### src/rtl/sample_tick_gen.sv
// Programmable, phase-adjustable sample-timing generator in the system clock domain.
// Latency: all outputs registered from next_count; first tick at edge P after reset release.
// Backpressure: none; enable=0 freezes the counter, while period loads are still captured.
//
// Ports:
//   clock, reset       system clock and synchronous active-high reset
//   enable             count enable (counter holds when low, adjust pulses ignored)
//   div_load/div_value request a new period, applied at the next wrap (clamped to >= 4)
//   div_pending        a loaded period is waiting for the next wrap
//   phase_adv/ret      one-cycle pulses: skip one count / hold one count
//   tick, mid_tick     one-cycle pulses at period start and at mid-period
//   sample_level       high while count < P/2
//   period             currently active period P
module sample_tick_gen #(
    parameter int CNT_W       = 22,
    parameter int DEFAULT_DIV = 12
) (
    input  logic             clock,
    input  logic             reset,
    input  logic             enable,
    input  logic             div_load,
    input  logic [CNT_W-1:0] div_value,
    output logic             div_pending,
    input  logic             phase_adv,
    input  logic             phase_ret,
    output logic             tick,
    output logic             mid_tick,
    output logic             sample_level,
    output logic [CNT_W-1:0] period
);

    localparam logic [CNT_W-1:0] DEF_P   = CNT_W'(DEFAULT_DIV);
    localparam logic [CNT_W-1:0] MIN_DIV = CNT_W'(4);

    logic [CNT_W-1:0] count;
    logic [CNT_W-1:0] p_reg;
    logic [CNT_W-1:0] pend_val;
    logic             pend_flag;

    logic [CNT_W-1:0] next_count;
    logic [CNT_W-1:0] mid_pt;
    logic [CNT_W-1:0] load_val;
    logic [CNT_W:0]   sum;
    logic             advance;
    logic             hold;
    logic             wrap;
    logic             mid_hit;

    always_comb begin
        // Both adjust pulses together cancel into a plain step.
        advance    = enable & phase_adv & ~phase_ret;
        hold       = ~enable | (phase_ret & ~phase_adv);
        mid_pt     = p_reg >> 1;
        // One extra bit so count+2 cannot overflow before the modulo compare.
        sum        = {1'b0, count} + (advance ? (CNT_W+1)'(2) : (CNT_W+1)'(1));
        next_count = count;
        wrap       = 1'b0;
        if (!hold) begin
            if (sum >= {1'b0, p_reg}) begin
                next_count = CNT_W'(sum - {1'b0, p_reg});
                wrap       = 1'b1;
            end else begin
                next_count = sum[CNT_W-1:0];
            end
        end
        // The crossing test also catches an M that an advance jumped over.
        mid_hit  = !hold && (next_count >= mid_pt) && ((count < mid_pt) || wrap);
        load_val = (div_value < MIN_DIV) ? MIN_DIV : div_value;
    end

    always_ff @(posedge clock) begin
        if (reset) begin
            count        <= '0;
            p_reg        <= DEF_P;
            pend_val     <= DEF_P;
            pend_flag    <= 1'b0;
            tick         <= 1'b0;
            mid_tick     <= 1'b0;
            sample_level <= 1'b0;
        end else begin
            count    <= next_count;
            tick     <= wrap;
            mid_tick <= mid_hit;
            // After a wrap next_count is 0 or 1, below any M >= 2, so comparing
            // against the outgoing period's midpoint is safe even on a reload.
            if (!hold) begin
                sample_level <= (next_count < mid_pt);
            end
            if (wrap && pend_flag) begin
                p_reg     <= pend_val;
                pend_flag <= 1'b0;
            end
            // A load on the wrap edge overrides the clear and waits for the next wrap.
            if (div_load) begin
                pend_val  <= load_val;
                pend_flag <= 1'b1;
            end
        end
    end

    assign period      = p_reg;
    assign div_pending = pend_flag;

endmodule

### config.mk
export PLATFORM = sky130hd
export DESIGN_NAME = sample_tick_gen
export DESIGN_NICKNAME = d
export VERILOG_FILES = /design/src/rtl/sample_tick_gen.sv
export SDC_FILE = /design/constraint.sdc
export NUM_CORES = 1
export LEC_CHECK = 0
export CAP_MARGIN = 20
export CORE_MARGIN = 2
export CORE_UTILIZATION = 30
export DETAILED_ROUTE_END_ITERATION = 7
export GPL_TIMING_DRIVEN = 0
export PLACE_DENSITY_LB_ADDON = 0.25
export SYNTH_ARGS = -nofsm -noshare
export SYNTH_HDL_FRONTEND = slang
export SYNTH_SLANG_ARGS = --single-unit
### constraint.sdc
create_clock -name clock -period 11.3 [get_ports clock]
set_clock_uncertainty 0.2 [all_clocks]
set_input_delay 2.26 -clock clock [delete_from_list [all_inputs] [get_ports clock]]
set_output_delay 2.26 -clock clock [all_outputs]
set_load 0.01 [all_outputs]
==> out/summary.txt <==
status = completed
number of library cell types mapped by synthesis = 74
cell family with most CP delay = compound AO/OA/AOI/OAI gates
DP HPWL = 14,100 um
R2R Path Start = count[0]$_SDFF_PP0_
Async SR Flop Fraction = 0%
cell depth of the worst setup path = 30
Startpoint Class = input pin
Placer Congestion = 0.878
number of global-route vias before repair = 5,150
row cnt = 50
drt drc = 0
Fin Setup TNS = 0 ns
worst-path maximum fanout = 10
DRT Pass-1 Iters = 5
Hold Path Class = register to register
Core ar. = 0.0185 mm^2
final core utilization = 36.2%
Vias/cell = 5.33
synthesized area = 0.00562 mm^2
clock buffer depth = 2
initial antenna violation count = 0
R2R setup slack = 4.39 ns
Iteration-0 DRC Markers = 333
Pwr per Cell Area = 271 mW/mm^2
Setup WS post-layout = 2.14 ns
hold path cells = 2
Syn Area/Cell = 8.03 um^2
Slew Viols, Final = 0
Worst R2R Path Depth = 27
maximum vdd drop = 0.0856 mV
RSZ-0062 raised after global routing = no
Clock Tree Root = clkbuf_16
initial cell density of the core = 30.3%
sequential fraction of the synthesis area = 25.0%
Setup Slack @ Placement = 1.87 ns
area of the die = 0.0198 mm^2
die outline height = 141 um
final non-filler cell total = 1,000
Critical Path AT = 9.15 ns
Tmin final = 9.16 ns
TritonCTS clock tree = yes
Final ANT Viol Nets = 0
Layout Nets = 856
antenna cell count = 0
worst slew pin tran = 0.787 ns
hold wc startpoint = pend_val[14]$_SDFFE_PP0P_
Ports = 54
final hold vios = 0
gr usage total = 18.3%
Critical Path End Type = register
Num CTS Buffers = 9
Worst path slowest cell = fa_1
syn nets = 794
post-route cell area = 0.00670 mm^2
Final setup viols = 0
post-synthesis to final-layout area growth = 19.2%
largest net degree at the start of global routing = 14
worst endpoint required time = 11.29 ns
share of layout cells above drive strength 1 = 6.27%
Slew headroom = 47.5%
postcts setup bufs = 0
Clk Latency, worst-skew pair = 0.34 ns
clk sink count = 70
Port Buffers = 51
Pleak = 2.63 nW
Vias = 5,334
first-pass GRT wire length = 28,200 um
critical path buffer and inverter count = 4
part of the cycle the worst path needs = 81.0%
Synth Instances = 699
max-cap violation count = 0
Placed Area = 0.00642 mm^2
register clock-pin slew on the reported worst setup and hold paths = 0.07 ns
placed instance count = 984
CP startpoint = phase_ret
f_max = 109 MHz
r2r endpoint = mid_tick$_SDFF_PP0_
die width = 141 um
EDFF count, synth = 0
CTS resizes = 0
top_reg_cell synth = dfxtp_1
CP Class = input pin to register
drt total wl = 18,000 um
hold_buf cts = 0
Min-Delay Endpoint = period[14]$_SDFFE_PP0P_
Max stage delay on crit path = 0.50 ns
Synth Warn # = 0
Avg WL per Cell = 18.0 um
CTS H-tree depth = 3
#FFs+latches synth = 70
gr ovfl total = 0
==> worst register-to-register path: cells and delay by family (launching register included) <==
kind | cells | cell delay [ns]
AOI/OAI and AO/OA | 13 | 2.63
adders and majority gates | 4 | 1.35
xor gates and xnor gates | 1 | 0.18
and+or+nand+nor | 7 | 1.67
DFF | 1 | 0.38
buffers and inverters | 2 | 0.36
==> routing by layer <==
layer,vias to the layer above,share of wire [%],GRT usage (%)
met5,-,0,0
met4,0,1.7,5.32
met3,20,5.1,2.72
met2,174,45,30.2
met1,2457,48,24.8
li1,2683,-,-
==> cell usage in the layout (no fill, tap or decap), types with 10 or more instances in the layout <==
master	netlist	routed
a21oi_1	65	65
nor2_1	57	57
nor4_1	10	10
nand3_1	16	16
o21ai_1	16	16
mux2i_1	25	25
xnor2_1	28	28
clkdlybuf4s50_1	0	51
inv_1	42	42
nand2b_1	10	10
ha_1	65	65
nand2_1	68	68
clkbuf_1	17	18
dfxtp_1	70	70
nand4_1	19	19
o21ai_0	21	21
a21o_1	13	13
==> worst max path at each step <==
stage	slack (ns)	endpoint
6_report	2.14	mid_tick$_SDFF_PP0_
5_1_grt	1.71	mid_tick$_SDFF_PP0_
4_1_cts	2.20	mid_tick$_SDFF_PP0_
3_5_place_dp	1.87	mid_tick$_SDFF_PP0_
3_3_place_gp	1.80	mid_tick$_SDFF_PP0_
2_1_floorplan	3.60	mid_tick$_SDFF_PP0_
==> Yosys cell counts (5+ instances only) <==
cell type  number  area, um^2
dfxtp_1        70        1400
nand2_1        68         255
a21oi_1        65         325
ha_1           65         813
nor2_1         57         214
inv_1          42         158
xnor2_1        28         245
mux2i_1        25         250
o21ai_0        21         105
nand4_1        19         119
clkbuf_1       17        63.8
nand3_1        16        80.1
o21ai_1        16        80.1
a21o_1         13        97.6
nand2b_1       10        62.6
nor4_1         10        62.6
nor2b_1         9        56.3
nor3_1          8        40.0
o22ai_1         8        50.1
xor2_1          8        70.1
o32ai_1         7        61.3
or3_1           7        43.8
a211oi_1        6        45.0
a31oi_1         6        37.5
a211o_1         5        43.8
buf_2           5        25.0
o211ai_1        5        37.5
o21a_1          5        37.5
==> cells by family after synthesis <==
| kind of cell | count (synthesis) | synth area share [%] |
|---|---|---|
| flip-flops | 70 | 25.0 |
| XOR/XNOR | 36 | 5.62 |
| AND/OR/NAND/NOR | 228 | 20.5 |
| AO/OA/AOI/OAI | 200 | 23.5 |
| multiplexers | 25 | 4.46 |
| adder cells (fa/ha/maj) | 67 | 15.2 |
| buffers and inverters | 73 | 5.79 |
==> registers in the layout, summed over array words and instances (netlist names) <==
name and count:
period 22, tick 1, count 22, pend_val 22, div_pending 1, sample_level 1
mid_tick 1
==> through the flow <==
stage | hold slack (ns) | total power (W)
after global routing | 0.261 | 0.00195
final | 0.254 | 0.00181
after detailed placement | 0.244 | 0.00152
after floorplan | 0.227 | 0.00121
after global placement | 0.244 | 0.00152
after CTS | 0.253 | 0.00180
==> where the power goes <==
part	switching [W]	internal [W]
registers	0.0000461	0.000285
clock network	0.000124	0.000150
logic	0.000708	0.000498
total	0.000878	0.000933
==> cell type report <==
type / instances / area [um^2]
Buffer: 31 / 168
Clock buffer: 10 / 229
Clock inverter: 6 / 47.5
Fill cell: 1970 / 11800
Inverter: 42 / 158
Multi-Input combinational cell: 556 / 3890
Sequential cell: 70 / 1400
Tap cell: 234 / 293
Timing Repair Buffer: 51 / 510
Note: power is estimated with default switching activity, not from simulation.
